## config.mk

```make
export PLATFORM = sky130hd
export DESIGN_NAME = uvmt_axil_st_prot_chkr
export DESIGN_NICKNAME = d
export VERILOG_FILES = /design/src/rtl/uvmt_axil_st_prot_chkr.sv
export SDC_FILE = /design/constraint.sdc
export NUM_CORES = 1
export LEC_CHECK = 0
export ABC_CLOCK_PERIOD_IN_PS = 4150
export CAP_MARGIN = 20
export CORE_MARGIN = 2
export CORE_UTILIZATION = 51
export CTS_CLUSTER_DIAMETER = 150
export CTS_CLUSTER_SIZE = 30
export DETAILED_ROUTE_END_ITERATION = 7
export GPL_TIMING_DRIVEN = 1
export PLACE_DENSITY = 0.8
export SLEW_MARGIN = 20
export SYNTH_ARGS = -nofsm -noshare
export SYNTH_HDL_FRONTEND = slang
export SYNTH_SLANG_ARGS = --single-unit
```

## constraint.sdc

```tcl
create_clock -name clk -period 4.15 [get_ports clk]
set_clock_uncertainty 0.1 [all_clocks]
set_input_delay 0.6225 -clock clk [delete_from_list [all_inputs] [get_ports clk]]
set_output_delay 0.6225 -clock clk [all_outputs]
set_load 0.01 [all_outputs]
```

## src/rtl/uvmt_axil_st_prot_chkr.sv

```systemverilog
// uvmt_axil_st_prot_chkr: passive AXI-Lite link checker for handshake stability, response ordering, outstanding limits and timeouts
module uvmt_axil_st_prot_chkr #(
  parameter int ADDR_WIDTH      = 32,
  parameter int DATA_WIDTH      = 32,
  parameter int MAX_OUTSTANDING = 4,
  parameter int TIMEOUT_CYCLES  = 256,
  parameter int CNT_WIDTH       = 16
) (
  input  logic                    clk,
  input  logic                    reset,
  input  logic                    clr,
  input  logic                    awvalid,
  input  logic                    awready,
  input  logic [ADDR_WIDTH-1:0]   awaddr,
  input  logic [2:0]              awprot,
  input  logic                    wvalid,
  input  logic                    wready,
  input  logic [DATA_WIDTH-1:0]   wdata,
  input  logic [DATA_WIDTH/8-1:0] wstrb,
  input  logic                    bvalid,
  input  logic                    bready,
  input  logic [1:0]              bresp,
  input  logic                    arvalid,
  input  logic                    arready,
  input  logic [ADDR_WIDTH-1:0]   araddr,
  input  logic [2:0]              arprot,
  input  logic                    rvalid,
  input  logic                    rready,
  input  logic [DATA_WIDTH-1:0]   rdata,
  input  logic [1:0]              rresp,
  output logic [8:0]              err_flags,
  output logic [CNT_WIDTH-1:0]    err_count,
  output logic                    err_pulse,
  output logic [7:0]              wr_outstanding,
  output logic [7:0]              rd_outstanding
);
  localparam int SW = DATA_WIDTH / 8;
  localparam int TW = (TIMEOUT_CYCLES > 1) ? $clog2(TIMEOUT_CYCLES + 1) : 1;
  localparam logic [7:0] MAXO = 8'(MAX_OUTSTANDING);
  localparam logic [TW-1:0] TLIM = TW'(TIMEOUT_CYCLES);
  localparam logic TO_EN = (TIMEOUT_CYCLES != 0);
  logic r_aw_stall, r_w_stall, r_b_stall, r_ar_stall, r_r_stall;
  logic [ADDR_WIDTH+2:0] r_aw_pl, r_ar_pl;
  logic [DATA_WIDTH+SW-1:0] r_w_pl;
  logic [1:0] r_b_pl;
  logic [DATA_WIDTH+1:0] r_r_pl;
  logic [7:0] r_aw_pend, r_w_pend, r_rd_pend;
  logic [TW-1:0] r_wr_wd, r_rd_wd;
  logic [8:0] r_flags;
  logic [CNT_WIDTH-1:0] r_cnt;
  logic r_pulse;
  logic [ADDR_WIDTH+2:0] w_aw_pl, w_ar_pl;
  logic [DATA_WIDTH+SW-1:0] w_w_pl;
  logic [DATA_WIDTH+1:0] w_r_pl;
  logic w_aw_hs, w_w_hs, w_b_hs, w_ar_hs, w_r_hs;
  logic w_b_ok, w_r_ok, w_aw_ovf, w_w_ovf, w_rd_ovf;
  logic [7:0] w_aw_nxt, w_w_nxt, w_rd_nxt, w_wr_out;
  logic w_wr_run, w_rd_run, w_wr_to, w_rd_to;
  logic [TW-1:0] w_wr_wd_nxt, w_rd_wd_nxt;
  logic [8:0] w_new;
  logic [CNT_WIDTH-1:0] w_cnt_base;
  assign w_aw_pl = {awaddr, awprot};
  assign w_ar_pl = {araddr, arprot};
  assign w_w_pl  = {wdata, wstrb};
  assign w_r_pl  = {rdata, rresp};
  assign w_aw_hs = awvalid & awready;
  assign w_w_hs  = wvalid & wready;
  assign w_b_hs  = bvalid & bready;
  assign w_ar_hs = arvalid & arready;
  assign w_r_hs  = rvalid & rready;
  assign w_b_ok  = w_b_hs & (r_aw_pend != 8'd0) & (r_w_pend != 8'd0);
  assign w_r_ok  = w_r_hs & (r_rd_pend != 8'd0);
  assign w_wr_out = (r_aw_pend < r_w_pend) ? r_aw_pend : r_w_pend;
  always_comb begin
    w_aw_ovf = w_aw_hs & ~w_b_ok & (r_aw_pend == MAXO);
    w_w_ovf  = w_w_hs & ~w_b_ok & (r_w_pend == MAXO);
    w_rd_ovf = w_ar_hs & ~w_r_ok & (r_rd_pend == MAXO);
    w_aw_nxt = (w_aw_hs & ~w_b_ok) ? (w_aw_ovf ? r_aw_pend : r_aw_pend + 8'd1) :
               (~w_aw_hs & w_b_ok) ? r_aw_pend - 8'd1 : r_aw_pend;
    w_w_nxt  = (w_w_hs & ~w_b_ok) ? (w_w_ovf ? r_w_pend : r_w_pend + 8'd1) :
               (~w_w_hs & w_b_ok) ? r_w_pend - 8'd1 : r_w_pend;
    w_rd_nxt = (w_ar_hs & ~w_r_ok) ? (w_rd_ovf ? r_rd_pend : r_rd_pend + 8'd1) :
               (~w_ar_hs & w_r_ok) ? r_rd_pend - 8'd1 : r_rd_pend;
    // watchdogs park at the limit so a withheld response reports only once
    w_wr_run = TO_EN & (w_wr_out != 8'd0) & ~w_b_hs;
    w_rd_run = TO_EN & (r_rd_pend != 8'd0) & ~w_r_hs;
    w_wr_to  = w_wr_run & (r_wr_wd == TLIM - TW'(1));
    w_rd_to  = w_rd_run & (r_rd_wd == TLIM - TW'(1));
    w_wr_wd_nxt = ~w_wr_run ? '0 : (r_wr_wd != TLIM) ? r_wr_wd + TW'(1) : r_wr_wd;
    w_rd_wd_nxt = ~w_rd_run ? '0 : (r_rd_wd != TLIM) ? r_rd_wd + TW'(1) : r_rd_wd;
    w_new[0] = r_aw_stall & (~awvalid | (w_aw_pl != r_aw_pl));
    w_new[1] = r_w_stall & (~wvalid | (w_w_pl != r_w_pl));
    w_new[2] = r_b_stall & (~bvalid | (bresp != r_b_pl));
    w_new[3] = r_ar_stall & (~arvalid | (w_ar_pl != r_ar_pl));
    w_new[4] = r_r_stall & (~rvalid | (w_r_pl != r_r_pl));
    w_new[5] = w_b_hs & ~w_b_ok;
    w_new[6] = w_r_hs & ~w_r_ok;
    w_new[7] = w_wr_to | w_rd_to;
    w_new[8] = w_aw_ovf | w_w_ovf | w_rd_ovf;
    w_cnt_base = clr ? '0 : r_cnt;
  end
  always_ff @(posedge clk) begin
    if (reset) begin
      {r_aw_stall, r_w_stall, r_b_stall, r_ar_stall, r_r_stall} <= '0;
      r_aw_pl   <= '0;
      r_ar_pl   <= '0;
      r_w_pl    <= '0;
      r_b_pl    <= '0;
      r_r_pl    <= '0;
      r_aw_pend <= '0;
      r_w_pend  <= '0;
      r_rd_pend <= '0;
      r_wr_wd   <= '0;
      r_rd_wd   <= '0;
      r_flags   <= '0;
      r_cnt     <= '0;
      r_pulse   <= 1'b0;
    end else begin
      r_aw_stall <= awvalid & ~awready;
      r_w_stall  <= wvalid & ~wready;
      r_b_stall  <= bvalid & ~bready;
      r_ar_stall <= arvalid & ~arready;
      r_r_stall  <= rvalid & ~rready;
      r_aw_pl    <= w_aw_pl;
      r_ar_pl    <= w_ar_pl;
      r_w_pl     <= w_w_pl;
      r_b_pl     <= bresp;
      r_r_pl     <= w_r_pl;
      r_aw_pend  <= w_aw_nxt;
      r_w_pend   <= w_w_nxt;
      r_rd_pend  <= w_rd_nxt;
      r_wr_wd    <= w_wr_wd_nxt;
      r_rd_wd    <= w_rd_wd_nxt;
      r_flags    <= (clr ? 9'd0 : r_flags) | w_new;
      r_cnt      <= ((|w_new) && !(&w_cnt_base)) ? w_cnt_base + CNT_WIDTH'(1) : w_cnt_base;
      r_pulse    <= |w_new;
    end
  end
  assign err_flags      = r_flags;
  assign err_count      = r_cnt;
  assign err_pulse      = r_pulse;
  assign wr_outstanding = w_wr_out;
  assign rd_outstanding = r_rd_pend;
endmodule

```

==> flow_summary_export.csv, run 1 <==
group,metric,value,unit
run_status,status,"complete, no violations",
synth,syn_nets,1171,
detailed_routing,wl_met3,1.34,mm
clock_tree,cts_tree,"built",
sta,rsz0062_at_grt,"no",
detailed_routing,finalWirelength,20.4,mm
critical_path,reg2reg_depth,13,
critical_path,r2r_end,"rd_outstanding[7]",
synth,yosysSeqAreaShare,45.2,%
clock_tree,cts_num_sinks,215,
floorplan,ios,197,
synth,synth.top_cell.area_share,45.2,%
synth,synth_edf_count,0,
critical_path,r2r-start,"rd_outstanding[3]",
synth,async_flop_share,0,%
grt,grt_use_total,20.5,%
grt,grt_pass1_wl,33.6,mm
sta,slew_viol_final,0,
critical_path,crit_type,"reg -> out",
layout,fin_area,12000,sq um
synth,ys_warn_count,0,
place,pre_cts_ws,0.565,ns
place,port_buffers,196,
detailed_routing,drt_iter0_drc,331,
critical_path,cpPeakStageDelay,0.53,ns
floorplan,dieArea,19800,sq um
layout,final_net_count,1358,
critical_path,worstPathArrival,3.10,ns
sta,fin_tns_setup,0,ns
detailed_routing,wl_per_cell,14.6,microns
grt,antenna_found_initial,1,
place,dp_hpwl,15.4,mm
place,placed_area,11700,sq um
critical_path,cp_max_fo,17,
synth,synth.largest_area_cell,"dfxtp_1",
floorplan,core_area,18100,sq um
hold_path,holdCritStartpoint,"r_b_stall",
synth,syn-cell-area,9530,sq um
clock_tree,clockRootBuffer,"clkbuf_16",
floorplan,initial_core_util,52.5,%
synth,synthCells,981,
layout,stdcell_count,1397,
place,placed_cells,1384,
flow_run,drv_cap,0,
synth,yosysUniqueCellTypes,56,
grt,grt_pass1_vias,6974,
hold_path,hold_path_depth,2,
layout,syn2layout_area_growth,26.2,%
synth,avgSynthCellArea,9.71,sq um
critical_path,ff2ff_setup_slack,0.77,ns
detailed_routing,dr.max_layer_used,"met4",
hold_path,hold_class,"reg -> reg",
clock_tree,cts_buffer_depth,3,
floorplan,dieHeight,141,microns
sta,finalCritPeriodShare,92.2,%
power_and_ir_drop,leakage,4.74,nW
sta,period_needed,3.83,ns
clock_tree,cts-resized-gates,0,
synth,ys_seq_elements,215,
synth,yosys-top-cells-count,"dfxtp_1, nor2b_1, xor2_1, nor2_1, a21oi_1",
critical_path,worst_setup_path_end_kind,"output pin",
sta,tightestPinTransition,0.882,ns
critical_path,crit_chain,"inv_1 -> ha_1 -> a21o_1 -> a211oi_1 -> o31a_1 -> mux2_2 -> clkdlybuf4s50_1",
clock_tree,post_cts_buffers,0,
power_and_ir_drop,powerDensity,483,nW/um^2
critical_path,slowest_stage,"o31a_1",
floorplan,rows,49,
detailed_routing,via_per_inst,5.12,
detailed_routing,vias,7151,
sta,fmax,261,MHz
grt,grt_max_degree,119,
detailed_routing,dr.pass1.iters,4,
critical_path,start_kind,"flop",
synth,synth.most_common_cell,"dfxtp_1",
sta,finalSetupViolations,0,
power_and_ir_drop,vdd_ir_drop_max,383,uV
detailed_routing,ant_nets,0,
sta,setup_ws,0.323,ns
sta,relSlewSlack,41.2,%
synth,synthTopCellsByArea,"dfxtp_1, xor2_1, nor2b_1",
grt,overflow,0,
clock_tree,worstSkewPairLatency,0.47,ns
critical_path,critPathBufInv,2,
place,place_congestion,0.835,
detailed_routing,met1_length,9.13,mm
critical_path,worstPathRequired,3.43,ns
detailed_routing,dr_wl_met2,9.52,mm
layout,layout-drive-gt1-share,3.26,%
sta,finalHoldViolations,0,
clock_tree,cts_buffers,11,
detailed_routing,drc,0,
clock_tree,hold_buffers,0,
floorplan,die_w,141,microns
synth,ys.flop_type,"dfxtp_1",
critical_path,critical-path-top-delay-family,"compound AO/OA/AOI/OAI gates",
hold_path,holdPathEnd,"err_flags[2]",
clock_tree,path_clk_slew,0.11,ns
clock_tree,h-tree-depth,1,
-- placed cells by master (no fill, tap or decap), types with 4 or more instances in the layout --
| cell type | instances |
|---|---|
| a21o_1 | 8 |
| a21oi_1 | 49 |
| and3_1 | 7 |
| buf_4 | 8 |
| clkbuf_16 | 11 |
| clkdlybuf4s50_1 | 195 |
| dfxtp_1 | 215 |
| ha_1 | 32 |
| inv_1 | 19 |
| mux2i_1 | 16 |
| nand2_1 | 40 |
| nand3_1 | 28 |
| nand4_1 | 18 |
| nor2_1 | 58 |
| nor2b_1 | 148 |
| nor3_1 | 8 |
| nor3b_1 | 5 |
| nor4_1 | 32 |
| nor4b_1 | 4 |
| o21ai_0 | 11 |
| o21ai_1 | 9 |
| o21bai_1 | 6 |
| o31ai_1 | 5 |
| or3_1 | 11 |
| xnor2_1 | 46 |
| xor2_1 | 131 |
-- per-layer routing --
metal,vias to the layer above,track usage [%]
li1,3667,-
met1,3279,26.8
met2,183,34.7
met3,22,4.76
met4,0,4.47
met5,-,0
-- flip-flops by register name, indices dropped and copies added, names as in the netlist, 2 cells and up --
signal and count:
r_r_pl 34, rd_outstanding 8, r_aw_pl 35, r_w_pend 8, err_flags 9, r_w_pl 36, r_aw_pend 8, r_wr_wd 9
err_count 16, r_ar_pl 35, r_rd_wd 9, r_b_pl 2
-- final cells by class --
cell class              count  area, sq um
fillers                  1477         6120
flip-flops and latches    215         4300
inverters                  20         75.1
repair buffers            205         2040
well taps                 229          287
clock inverters             1         30.0
multi-input cells         715         5010
clock buffers              11          275
diodes                      1         2.50
-- per-stage QoR --
| stage | hold WS, ns | total power, mW | utilization [%] |
|---|---|---|---|
| final | 0.377 | 5.81 | 66.3 |
| after global routing | 0.399 | 6.21 | 66.3 |
| after CTS | 0.378 | 5.86 | 66.3 |
| after detailed placement | 0.361 | 4.69 | 64.6 |
| after global placement | 0.353 | 4.63 | 64.6 |
| after floorplan | 0.331 | 4.01 | - |
-- power by group --
part           internal [mW]  leakage (nW)  switching [mW]
Sequential              2.27          1.78           0.212
Clock                  0.496         0.147           0.655
Combinational           1.10          2.82            1.08
-- logic make-up after synthesis --
kind of cell,after synthesis,share of synthesized area [%]
AND/OR/NAND/NOR,377,22.2
flip-flops,215,45.2
XOR/XNOR,177,16.3
AO/OA/AOI/OAI,106,7.08
buffers and inverters,51,2.27
adder cells (fa/ha/maj),35,4.83
multiplexers,20,2.19
-- tightest hold or removal path, stage by stage, from the launching register on --
cell and delay, ns:
dfxtp_1 0.33, nand2_1 0.06, a21oi_1 0.05
-- worst max path at each step --
stage	startpoint	endpoint	slack [ns]	depth (start not counted)
6_report	r_w_pend[6]	wr_outstanding[0]	0.32	7
5_1_grt	r_w_pend[4]	wr_outstanding[0]	0.12	8
4_1_cts	r_w_pend[6]	wr_outstanding[0]	0.32	7
3_5_place_dp	rvalid	rd_outstanding[7]	0.56	12
3_3_place_gp	rvalid	rd_outstanding[7]	0.62	12
2_1_floorplan	rd_outstanding[3]	rd_outstanding[7]	0.99	13
(Power assumes the default switching activity.)
==> inputs of run 2 (changes only) <==
--- a/config.mk
+++ b/config.mk
@@ -14,7 +14,6 @@
 export DETAILED_ROUTE_END_ITERATION = 7
 export GPL_TIMING_DRIVEN = 1
 export PLACE_DENSITY = 0.8
-export SLEW_MARGIN = 20
 export SYNTH_ARGS = -nofsm -noshare
 export SYNTH_HDL_FRONTEND = slang
 export SYNTH_SLANG_ARGS = --single-unit
==> results of run 2 <==
Final layout, timing and power as in run 1 (identical DEF).
==> inputs of run 3 (changes only) <==
--- a/config.mk
+++ b/config.mk
@@ -5,7 +5,6 @@
 export SDC_FILE = /design/constraint.sdc
 export NUM_CORES = 1
 export LEC_CHECK = 0
-export ABC_CLOCK_PERIOD_IN_PS = 4150
 export CAP_MARGIN = 20
 export CORE_MARGIN = 2
 export CORE_UTILIZATION = 51
@@ -14,6 +13,7 @@
 export DETAILED_ROUTE_END_ITERATION = 7
 export GPL_TIMING_DRIVEN = 1
 export PLACE_DENSITY = 0.8
+export SKIP_CTS_REPAIR_TIMING = 1
 export SYNTH_ARGS = -nofsm -noshare
 export SYNTH_HDL_FRONTEND = slang
 export SYNTH_SLANG_ARGS = --single-unit
==> results of run 3 <==
Final layout, timing and power as in run 1 (identical DEF).
